[src/rtl/piso_ctrl_pkg.sv]
// Shared encodings for the PISO transmit arbiter.
// FRAME_LEN grows by one parity bit when PISO_PARITY_EN is defined.
package piso_ctrl_pkg;

  typedef enum logic [1:0] {
    ST_IDLE  = 2'd0,
    ST_SHIFT = 2'd1,
    ST_GAP   = 2'd2
  } state_e;

  localparam logic SRC0 = 1'b0;
  localparam logic SRC1 = 1'b1;

`ifdef PISO_PARITY_EN
  localparam int PARITY_BITS = 1;
`else
  localparam int PARITY_BITS = 0;
`endif

  function automatic int frame_len(input int data_w);
    return data_w + PARITY_BITS;
  endfunction

endpackage

[src/rtl/piso_shift_core.sv]
// Load/shift-right register, LSB first, updating on the falling clock edge.
module piso_shift_core #(
  parameter int DATA_W = 4
) (
  input  logic              clk,
  input  logic              reset,
  input  logic              load,
  input  logic              shift,
  input  logic [DATA_W-1:0] din,
  output logic              dout
);

  logic [DATA_W-1:0] shreg_q;
  logic [DATA_W-1:0] shreg_d;

  // Next value: a load takes priority over a shift.
  always_comb begin
    shreg_d = shreg_q;
    if (load) begin
      shreg_d = din;
    end else if (shift) begin
      shreg_d = shreg_q >> 1;
    end else begin
      shreg_d = shreg_q;
    end
  end

  // Shift register state.
  always_ff @(negedge clk or posedge reset) begin
    if (reset) begin
      shreg_q <= {DATA_W{1'b0}};
    end else begin
      shreg_q <= shreg_d;
    end
  end

  assign dout = shreg_q[0];

endmodule

[src/rtl/piso_tx_arbiter.sv]
// Two-requester round-robin scheduler feeding one LSB-first serialiser.
// Optional build macro PISO_PARITY_EN appends an even-parity bit to each frame.
module piso_tx_arbiter
  import piso_ctrl_pkg::*;
#(
  parameter int DATA_W     = 4,
  parameter int GAP_CYCLES = 1
) (
  input  logic              clk,
  input  logic              reset,
  input  logic              in_valid0,
  input  logic [DATA_W-1:0] in_data0,
  output logic              in_ready0,
  input  logic              in_valid1,
  input  logic [DATA_W-1:0] in_data1,
  output logic              in_ready1,
  output logic              ser_out,
  output logic              ser_valid,
  output logic              frame_start,
  output logic              frame_last,
  output logic              src_id,
  output logic              busy
);

  localparam int FRAME_LEN = frame_len(DATA_W);
  localparam int CW        = $clog2(FRAME_LEN + 1);
  localparam int GW        = ($clog2(GAP_CYCLES + 1) > 1) ? $clog2(GAP_CYCLES + 1) : 1;
  localparam logic [CW-1:0] LAST_CNT = CW'(FRAME_LEN - 1);
  localparam logic [GW-1:0] GAP_LAST = (GAP_CYCLES > 0) ? GW'(GAP_CYCLES - 1) : {GW{1'b0}};

  state_e          state_q, state_d;
  logic            rr_ptr_q, rr_ptr_d;
  logic            src_id_q, src_id_d;
  logic [CW-1:0]   cnt_q, cnt_d;
  logic [GW-1:0]   gap_q, gap_d;
  logic            ser_out_q, ser_out_d;
  logic            ser_valid_q, ser_valid_d;
  logic            frame_start_q, frame_start_d;
  logic            frame_last_q, frame_last_d;
  logic            grant_s, accept_s, shift_s, core_dout_s, bit_s;
  logic [DATA_W-1:0] data_sel_s;

`ifdef PISO_PARITY_EN
  logic parity_q, parity_d;

  function automatic logic even_parity(input logic [DATA_W-1:0] w);
    return ^w;
  endfunction

  assign bit_s = (cnt_q == CW'(DATA_W)) ? parity_q : core_dout_s;
`else
  assign bit_s = core_dout_s;
`endif

  // Round-robin pointer only breaks ties; a lone requester always wins.
  assign grant_s    = (in_valid0 & in_valid1) ? rr_ptr_q : in_valid1;
  assign accept_s   = (state_q == ST_IDLE) & (in_valid0 | in_valid1);
  assign data_sel_s = grant_s ? in_data1 : in_data0;
  assign shift_s    = (state_q == ST_SHIFT);

  assign in_ready0 = accept_s & ~reset & (grant_s == SRC0);
  assign in_ready1 = accept_s & ~reset & (grant_s == SRC1);

  piso_shift_core #(.DATA_W(DATA_W)) u_shift_core (
    .clk   (clk),
    .reset (reset),
    .load  (accept_s),
    .shift (shift_s),
    .din   (data_sel_s),
    .dout  (core_dout_s)
  );

  // Next-state, counters and framing outputs.
  always_comb begin
    state_d       = state_q;
    rr_ptr_d      = rr_ptr_q;
    src_id_d      = src_id_q;
    cnt_d         = cnt_q;
    gap_d         = gap_q;
    ser_out_d     = 1'b0;
    ser_valid_d   = 1'b0;
    frame_start_d = 1'b0;
    frame_last_d  = 1'b0;
`ifdef PISO_PARITY_EN
    parity_d      = parity_q;
`endif
    case (state_q)
      ST_IDLE: begin
        if (accept_s) begin
          src_id_d = grant_s;
          rr_ptr_d = ~grant_s;
          cnt_d    = {CW{1'b0}};
          state_d  = ST_SHIFT;
`ifdef PISO_PARITY_EN
          parity_d = even_parity(data_sel_s);
`endif
        end else begin
          state_d = ST_IDLE;
        end
      end
      ST_SHIFT: begin
        ser_out_d     = bit_s;
        ser_valid_d   = 1'b1;
        frame_start_d = (cnt_q == {CW{1'b0}});
        frame_last_d  = (cnt_q == LAST_CNT);
        cnt_d         = cnt_q + 1'b1;
        if (cnt_q == LAST_CNT) begin
          gap_d   = {GW{1'b0}};
          state_d = (GAP_CYCLES > 0) ? ST_GAP : ST_IDLE;
        end else begin
          state_d = ST_SHIFT;
        end
      end
      ST_GAP: begin
        if (gap_q == GAP_LAST) begin
          gap_d   = {GW{1'b0}};
          state_d = ST_IDLE;
        end else begin
          gap_d   = gap_q + 1'b1;
          state_d = ST_GAP;
        end
      end
      default: begin
        state_d = ST_IDLE;
      end
    endcase
  end

  // Control and output registers; reset aborts any frame in flight.
  always_ff @(negedge clk or posedge reset) begin
    if (reset) begin
      state_q       <= ST_IDLE;
      rr_ptr_q      <= SRC0;
      src_id_q      <= SRC0;
      cnt_q         <= {CW{1'b0}};
      gap_q         <= {GW{1'b0}};
      ser_out_q     <= 1'b0;
      ser_valid_q   <= 1'b0;
      frame_start_q <= 1'b0;
      frame_last_q  <= 1'b0;
`ifdef PISO_PARITY_EN
      parity_q      <= 1'b0;
`endif
    end else begin
      state_q       <= state_d;
      rr_ptr_q      <= rr_ptr_d;
      src_id_q      <= src_id_d;
      cnt_q         <= cnt_d;
      gap_q         <= gap_d;
      ser_out_q     <= ser_out_d;
      ser_valid_q   <= ser_valid_d;
      frame_start_q <= frame_start_d;
      frame_last_q  <= frame_last_d;
`ifdef PISO_PARITY_EN
      parity_q      <= parity_d;
`endif
    end
  end

  assign ser_out     = ser_out_q;
  assign ser_valid   = ser_valid_q;
  assign frame_start = frame_start_q;
  assign frame_last  = frame_last_q;
  assign src_id      = src_id_q;
  assign busy        = (state_q != ST_IDLE);

endmodule
[config.mk]
export PLATFORM = sky130hd
export DESIGN_NAME = piso_tx_arbiter
export DESIGN_NICKNAME = d
export VERILOG_FILES = /design/src/rtl/piso_ctrl_pkg.sv /design/src/rtl/piso_shift_core.sv /design/src/rtl/piso_tx_arbiter.sv
export SDC_FILE = /design/constraint.sdc
export NUM_CORES = 1
export LEC_CHECK = 0
export BUFFER_PORTS_ARGS = -buffer_cell sky130_fd_sc_hd__buf_2
export CORE_MARGIN = 2
export CORE_UTILIZATION = 50
export DETAILED_ROUTE_END_ITERATION = 16
export GPL_ROUTABILITY_DRIVEN = 0
export GPL_TIMING_DRIVEN = 0
export HOLD_SLACK_MARGIN = 0.15
export PLACE_DENSITY = 0.77
export SYNTH_ARGS = -nofsm -noshare
export SYNTH_HDL_FRONTEND = slang
export SYNTH_HIERARCHICAL = 1
export SYNTH_SLANG_ARGS = --single-unit
[constraint.sdc]
create_clock -name clk -period 3.5 [get_ports clk]
set_clock_uncertainty 0.05 [all_clocks]
set_input_delay 0 -clock clk [delete_from_list [all_inputs] [get_ports clk]]
set_output_delay 0 -clock clk [all_outputs]
set_load 0.02 [all_outputs]
==> results.md, run 1 <==
* Die ar. at 0.001722 mm²
* Switching pwr at 0.2600 mW
* Buffers on Ports at 19
* Post-Synth Adder-Cell Area at 5.338%
* Internal power at 0.4227 mW
* Width of the die at 41.50 µm
* Antenna diodes at 0
* Maximum Capacitance Violations at 0
* Clock Power Share at 14.1%
* Pwr/cell area at 808.4 mW/mm²
* Cell Area, Synth at 703.2 µm²
* Leak at 0.4524 nW
* Crit-path cells: nor2_1 -> nand2_1 -> a211oi_1 -> buf_2
* Largest family of logic cells by synthesized area: compound AO/OA/AOI/OAI gates
* Worst-path clk slew at 60 ps
* Fin nets at 103
* Detail Route Antenna Nets at 0
* Post-Syn Area per Cell at 10.99 µm²
* Via count at 527
* Status: completed
* Starting Density at 54.04%
* Yosys warns at 6
* Number of global-route vias before repair at 557
* Max clock buf depth at 2
* Initial DRC count at 11
* Post-CTS Setup Inserts at 0
* Startpoint Class: flop
* Slew margin rel. at 52.57%
* Core Box Area at 0.001301 mm²
* FP Rows at 13
* Final hold viol count at 0
* Layout area overhead at 20.11%
* CTS tree: yes
* HPWL after DPL at 1.025 mm
* Synth Area in Compound Gates at 12.63%
* H-tree depth at 1
* Wire length per cell at 12.35 µm
* CTS resizes at 0
* Layout cells sized above 1 at 36.78%
* Mux contribution to synthesized area at 12.28%
* Synthesized instance count at 64
* Pre-antenna DRT Iters at 4
* WP buf/inv at 1
* Final WL at 1.260 mm
* Synth Area in Simple Gates at 12.10%
* Crit path largest cell delay at 390 ps
* Comb power frac at 42.9%
* Design Power at 0.6827 mW
* Critical path's top delay family: flip-flops
* Drc violations at 0
* FF+latch count, synth at 15
* Count of different cell masters after synthesis at 21
* First-pass GRT wire length at 2.339 mm
* Least-Margin Pin Slew at 710.0 ps
* WHS at 264.5 ps
* Crit-path slowest cell: dfrtn_1
* Skew-Pair Late Insertion Delay at 280 ps
* Syn nets at 79
* Hold Crit Class: primary input to output pin
* CTS Hold Bufs at 0
* Root buf cell: clkbuf_4
* CP max FO at 5
* Seq/Total Area, Yosys at 53.38%
* Endpoints failing setup at 0
* Antenna violations before repair at 0
* Worst endpoint required time at 3450 ps
* WP data arrival at 3140 ps
* Boundary pin count at 20
* GRT Residual Overflow at 0
* Final TNS setup at 0 ps
* Sw frac at 38.08%
* Largest net degree at the start of global routing at 12
* Total global-route track usage at 17.57%
* DR vias/cell at 5.167
* Sink Count at 15
* Sequential share of power at 42.9%
* Slew Limit Fails at 0
* VDD IR max at 0.3210 mV
* RSZ-0062 raised after global routing: no
* Chip Height at 41.50 µm
* Setup Crit Path Kind: flop to output pin
* Inserted Clock Buffers at 3
* CP endpoint kind: output pin
* Post-Synth XOR/XNOR Area at 0%
[per-layer routing]
layer | part of all wire (%) | vias to the layer above | global-route usage, %
li1 | - | 262 | -
met1 | 42 | 251 | 21.88
met4 | 0.32 | 0 | 6.452
met5 | 0 | - | 0
met3 | 4.3 | 2 | 3.043
met2 | 53 | 12 | 30.31
[state kept, by name, summed over array words and instances (netlist names)]
name and flops:
state_q 2, cnt_q 3, frame_last 1, src_id 1, frame_start 1, ser_valid 1, ser_out 1, rr_ptr_q 1
u_shift_core/shreg_q 4
[power by group through the flow]
stage | sequential [mW] | clock (mW) | combinational (mW)
after floorplan | 0.319 | 0 | 0.190
after global placement | 0.292 | 0 | 0.281
after detailed placement | 0.297 | 0 | 0.298
after CTS | 0.293 | 0.100 | 0.299
after global routing | 0.304 | 0.108 | 0.334
final | 0.293 | 0.0966 | 0.293
[through the flow]
stage	setup slack [ps]	instances	util, %	cell area, µm²
after detailed placement	569.3	98	62.79	817.0
after CTS	323.6	102	64.90	844.6
after floorplan	451.3	64	-	703.2
after global routing	115.0	102	64.90	844.6
final	309.6	102	64.90	844.6
after global placement	591.0	98	62.79	817.0
[synthesized netlist by cell type]
cell type	n	area (µm²)
inv_1	8	30.03
o21ai_4	1	16.27
nor2_1	5	18.77
and3_1	1	6.260
o21ai_0	1	5.000
o2bb2ai_1	1	8.760
dfrtn_1	15	375.4
o21ai_1	3	15.01
a22o_2	2	20.02
nor3_1	2	10.01
mux2i_1	3	30.03
and2_1	1	6.260
mux2_2	5	56.30
nand2_1	6	22.52
a31oi_1	1	6.260
or2_4	1	8.760
a211oi_1	1	7.510
nand2b_1	1	6.260
ha_1	3	37.54
nor2b_1	1	6.260
a21oi_1	2	10.01
[path summary, 6_finish.rpt]
kind | from | endpoint | slack, ps | cells past startpoint
max | state_q[0]$_DFF_NP0_ | in_ready0 | 310 | 4
min | reset | in_ready0 | 260 | 3
max reg2reg | state_q[0]$_DFF_NP0_ | u_shift_core/shreg_q[1]$_DFFE_NP0P_ | 1860 | 3
min reg2reg | state_q[1]$_DFF_NP0_ | state_q[1]$_DFF_NP0_ | 380 | 1
max in group asynchronous | reset | state_q[1]$_DFF_NP0_ | 1760 | 2
min in group asynchronous | reset | u_shift_core/shreg_q[2]$_DFFE_NP0P_ | 1210 | 2
[worst register-to-register path: stages (launching register included)]
cell and delay, ps:
dfrtn_1 480, nor2b_1 610, mux2i_1 260, o21ai_1 80
[cells by family after synthesis]
family                     Yosys count
AOI/OAI and AO/OA                   12
buffers and inverters                8
adders and majority gates            3
DFF                                 15
muxes                                8
and+or+nand+nor                     18
[final cells by class]
type                    instances  area, µm²
fillers                       123      456.7
flip-flops and latches         15      375.4
multi-input cells              41      297.8
repair buffers                 19      95.09
inverters                       8      30.03
clock buffers                   3      22.52
well taps                      15      18.77
clock inverters                 1      5.005
[placed cells by master, fill, tap and decap left out, types with 2 or more instances in the layout]
cell type   n
mux2i_1     3
nor2_1      5
o21ai_1     3
dfrtn_1    15
buf_2      19
clkbuf_4    3
a21oi_1     2
mux2_2      5
inv_1       8
nand2_1     6
ha_1        3
a22o_2      2
nor3_1      2
(Power assumes the default switching activity.)
==> inputs of run 2 (changes only) <==
--- a/config.mk
+++ b/config.mk
@@ -6,7 +6,7 @@
 export NUM_CORES = 1
 export LEC_CHECK = 0
 export BUFFER_PORTS_ARGS = -buffer_cell sky130_fd_sc_hd__buf_2
-export CORE_MARGIN = 2
+export CORE_MARGIN = 8
 export CORE_UTILIZATION = 50
 export DETAILED_ROUTE_END_ITERATION = 16
 export GPL_ROUTABILITY_DRIVEN = 0
==> results.md, run 2 (synthesis results as in run 1) <==
* Top reg by flops: u_shift_core/shreg_q
* HPWL after DPL at 1.145 mm
* Startpoint Class: flop
* CTS Hold Bufs at 0
* H-tree depth at 1
* Final TNS setup at 0 ps
* Starting Density at 54.04%
* Buffers on Ports at 19
* Pwr/cell area at 813.8 mW/mm²
* Max clock buf depth at 2
* Via count at 517
* Number of global-route vias before repair at 532
* VDD IR max at 0.3629 mV
* Layout area overhead at 20.11%
* Detail Route Antenna Nets at 0
* Largest register FFs at 4
* Final WL at 1.398 mm
* Met3 Routed Length at 68 µm
* Chip Height at 53.50 µm
* CTS tree: yes
* CTS resizes at 0
* Met2 wire len at 751 µm
* Drc violations at 0
* Final worst slack at 316.1 ps
* Leak at 0.4524 nW
* DR top layer: met4
* First-pass GRT wire length at 2.325 mm
* Initial DRC count at 5
* Wire length per cell at 13.71 µm
* CP endpoint kind: output pin
* Final hold viol count at 0
* Slew Limit Fails at 0
* Antenna diodes at 0
* Antenna violations before repair at 0
* Largest net degree at the start of global routing at 12
* Hold Crit Class: primary input to output pin
* Commonest non-fill, non-tap cell in the layout: buf_2
* Die ar. at 0.002862 mm²
* Root buf cell: clkbuf_4
* Skew-Pair Late Insertion Delay at 280 ps
* Status: completed
* Least-Margin Pin Slew at 729.4 ps
* Worst-path clk slew at 60 ps
* Slew margin rel. at 51.27%
* Worst endpoint required time at 3450 ps
* Width of the die at 53.50 µm
* Core Box Area at 0.001301 mm²
* GRT Residual Overflow at 0
* Maximum Capacitance Violations at 0
* CP max FO at 5
* Total global-route track usage at 11.32%
* Layout cells sized above 1 at 36.78%
* WHS at 267.0 ps
* RSZ-0062 raised after global routing: no
* WP data arrival at 3130 ps
* Inserted Clock Buffers at 3
* FP Rows at 13
* Largest regs: u_shift_core/shreg_q: 4 flops, cnt_q: 3 flops, state_q: 2 flops
* Boundary pin count at 20
* Endpoints failing setup at 0
* Dpl ws at 571.3 ps
* Fin nets at 103
* Highest-count cells in the layout ignoring fill and taps: buf_2, dfrtn_1, inv_1
* Met1 wire length at 566 µm
* Post-CTS Setup Inserts at 0
* Filler instances at 119
* Setup Crit Path Kind: flop to output pin
* DR vias/cell at 5.069
* Pre-antenna DRT Iters at 4
* Sink Count at 15
run 2: cell counts in the layout (fill, tap and decap cells not counted):
No cell type changed its count.
run 2: worst max-delay path: stages (launching register included):
cell and delay (ps):
dfrtn_1 390, nor2_1 210, nand2_1 130, a211oi_1 180, buf_2 200
run 2: final cells by class:
class / instances / area [µm²] / area share, %
clock buffers: 3 / 22.52 / 2.667
clock inverters: 1 / 5.005 / 0.5926
inverters: 8 / 30.03 / 3.556
multi-input cells: 41 / 297.8 / 35.26
flip-flops and latches: 15 / 375.4 / 44.44
well taps: 15 / 18.77 / 2.222
repair buffers: 19 / 95.09 / 11.26
run 2: final timing paths:
path	from	to	slack, ps	cells after the start
worst max-delay path	state_q[1]$_DFF_NP0_	in_ready0	320	4
worst min-delay path	reset	in_ready0	270	3
worst max register to register	state_q[0]$_DFF_NP0_	u_shift_core/shreg_q[0]$_DFFE_NP0P_	1850	3
worst min register to register	state_q[1]$_DFF_NP0_	frame_last$_DFF_NP0_	370	1
max in group asynchronous	reset	cnt_q[1]$_DFFE_NP0P_	1750	2
min in group asynchronous	reset	u_shift_core/shreg_q[2]$_DFFE_NP0P_	1200	2
run 2: report_power, final:
part | internal [mW] | leakage [nW] | switching, mW | total [mW]
sequential | 0.251 | 0.187 | 0.0433 | 0.294
combinational | 0.130 | 0.248 | 0.167 | 0.297
clock | 0.0423 | 0.0177 | 0.0542 | 0.0966
run 2: metal layers:
layer  global-route usage, %  vias up
met1                   12.54      243
met4                   6.303        0
met2                   19.53       11
met3                   2.521        2
li1                        -      261
met5                       0        -
run 2: per-stage QoR:
stage	util (%)	std cells	area [µm²]	total power, mW
6_report	64.90	102	844.6	0.6873
5_1_grt	64.90	102	844.6	0.7453
4_1_cts	64.90	102	844.6	0.6987
3_5_place_dp	62.79	98	817.0	0.6000
3_3_place_gp	62.79	98	817.0	0.5765
2_1_floorplan	-	64	703.2	0.5094
==> inputs of run 3 (changes only) <==
--- a/config.mk
+++ b/config.mk
@@ -7,12 +7,11 @@
 export LEC_CHECK = 0
 export BUFFER_PORTS_ARGS = -buffer_cell sky130_fd_sc_hd__buf_2
 export CORE_MARGIN = 8
-export CORE_UTILIZATION = 50
+export CORE_UTILIZATION = 37
 export DETAILED_ROUTE_END_ITERATION = 16
 export GPL_ROUTABILITY_DRIVEN = 0
 export GPL_TIMING_DRIVEN = 0
 export HOLD_SLACK_MARGIN = 0.15
-export PLACE_DENSITY = 0.77
 export SYNTH_ARGS = -nofsm -noshare
 export SYNTH_HDL_FRONTEND = slang
 export SYNTH_HIERARCHICAL = 1
==> results.md, run 3 (synthesis results as in run 1) <==
* Largest regs: u_shift_core/shreg_q: 4 flops, cnt_q: 3 flops, state_q: 2 flops
* Setup Crit Path Kind: flop to output pin
* Hold Crit Class: primary input to output pin
* Layout cells sized above 1 at 36.78%
* Pre-antenna DRT Iters at 3
* Placed cells at 108
* Final TNS setup at 0 ps
* Filler instances at 186
* CTS resizes at 0
* WP buf/inv at 2
* VDD IR max at 0.2958 mV
* Skew-Pair Late Insertion Delay at 290 ps
* Largest net degree at the start of global routing at 12
* Die ar. at 0.003552 mm²
* Worst endpoint required time at 3450 ps
* Width of the die at 59.60 µm
* Layout area overhead at 21.89%
* DR vias/cell at 4.813
* Hold wc startpoint: reset
* GRT Residual Overflow at 0
* Inserted Clock Buffers at 3
* Initial DRC count at 1
* HPWL after DPL at 1.080 mm
* Status: completed
* FP Rows at 15
* Antenna violations before repair at 0
* Highest-count cells in the layout ignoring fill and taps: buf_2, dfrtn_1, inv_1
* Drc violations at 0
* Root buf cell: clkbuf_4
* Commonest non-fill, non-tap cell in the layout: buf_2
* Final hold viol count at 0
* Critical path's top delay family: simple AND/OR/NAND/NOR gates
* First-pass GRT wire length at 2.559 mm
* Number of global-route vias before repair at 588
* Core Box Area at 0.001764 mm²
* Largest register FFs at 4
* Endpoints failing setup at 0
* Max clock buf depth at 2
* Boundary pin count at 20
* Total global-route track usage at 9.823%
* Antenna diodes at 0
* Final WL at 1.396 mm
* Buffers on Ports at 19
* Slew Limit Fails at 0
* Slew margin rel. at 52.78%
* CP endpoint kind: output pin
* Fin nets at 103
* CTS tree: yes
* Startpoint Class: flop
* Post-CTS Setup Inserts at 0
* Sink Count at 15
* Crit-path slowest cell: dfrtn_1
* Detail Route Antenna Nets at 0
* Via count at 539
* Wire length per cell at 12.46 µm
* Leak at 0.4524 nW
* Crit-path cells: nor2_1 -> inv_1 -> nor3_1 -> buf_2
* Crit path largest cell delay at 380 ps
* Pwr/cell area at 797.9 mW/mm²
* Cell Count, Final, Fillers Out at 112
* Dpl ws at 569.6 ps
* RSZ-0062 raised after global routing: no
* Chip Height at 59.60 µm
* CP max FO at 5
* WP data arrival at 3160 ps
* CP startpoint: state_q[0]$_DFF_NP0_
* H-tree depth at 1
* Least-Margin Pin Slew at 706.9 ps
* Top reg by flops: u_shift_core/shreg_q
* Reg-to-Reg Start: state_q[0]$_DFF_NP0_
* CTS Hold Bufs at 0
* Maximum Capacitance Violations at 0
* Final worst slack at 294.2 ps
* Worst-path clk slew at 70 ps
* Starting Density at 39.86%
-- run 3: layout make-up --
| type | count | area [µm²] | area share [%] |
|---|---|---|---|
| flip-flops and latches | 15 | 375.4 | 43.80 |
| inverters | 8 | 30.03 | 3.504 |
| clock buffers | 3 | 22.52 | 2.628 |
| clock inverters | 1 | 5.005 | 0.5839 |
| well taps | 25 | 31.28 | 3.650 |
| multi-input cells | 41 | 297.8 | 34.74 |
| repair buffers | 19 | 95.09 | 11.09 |
-- run 3: layer usage --
metal	vias to the layer above	wire length, µm	track usage [%]
met5	-	0	0
met4	0	25	6.122
met3	4	107	4.772
met2	13	654	15.10
met1	260	608	10.51
li1	262	-	-
-- run 3: metrics by stage --
step | hold WS, ps | instance area [µm²] | power [mW] | utilization (%)
after floorplan | 32.41 | 703.2 | 0.5094 | -
after global placement | 258.8 | 829.5 | 0.5819 | 47.02
after detailed placement | 260.9 | 829.5 | 0.5917 | 47.02
after CTS | 263.5 | 857.1 | 0.6979 | 48.58
after global routing | 274.0 | 857.1 | 0.7487 | 48.58
final | 260.6 | 857.1 | 0.6839 | 48.58
-- run 3: path summary, 6_finish.rpt --
| kind | cells past startpoint | to | slack [ps] |
|---|---|---|---|
| max in group asynchronous | 2 | frame_last$_DFF_NP0_ | 1750 |
| min reg2reg | 1 | frame_last$_DFF_NP0_ | 360 |
| max reg2reg | 3 | u_shift_core/shreg_q[1]$_DFFE_NP0P_ | 1880 |
| max | 4 | in_ready1 | 290 |
| min | 3 | in_ready0 | 260 |
| min in group asynchronous | 2 | u_shift_core/shreg_q[3]$_DFFE_NP0P_ | 1190 |
-- run 3: power breakdown --
part	internal, mW	switching [mW]
registers	0.251	0.0425
clock network	0.0425	0.0601
logic	0.130	0.158
-- run 3: worst register-to-register path: stages (launching register included) --
cell,delay (ps)
dfrtn_1,460
nor2b_1,600
mux2i_1,260
o21ai_1,70
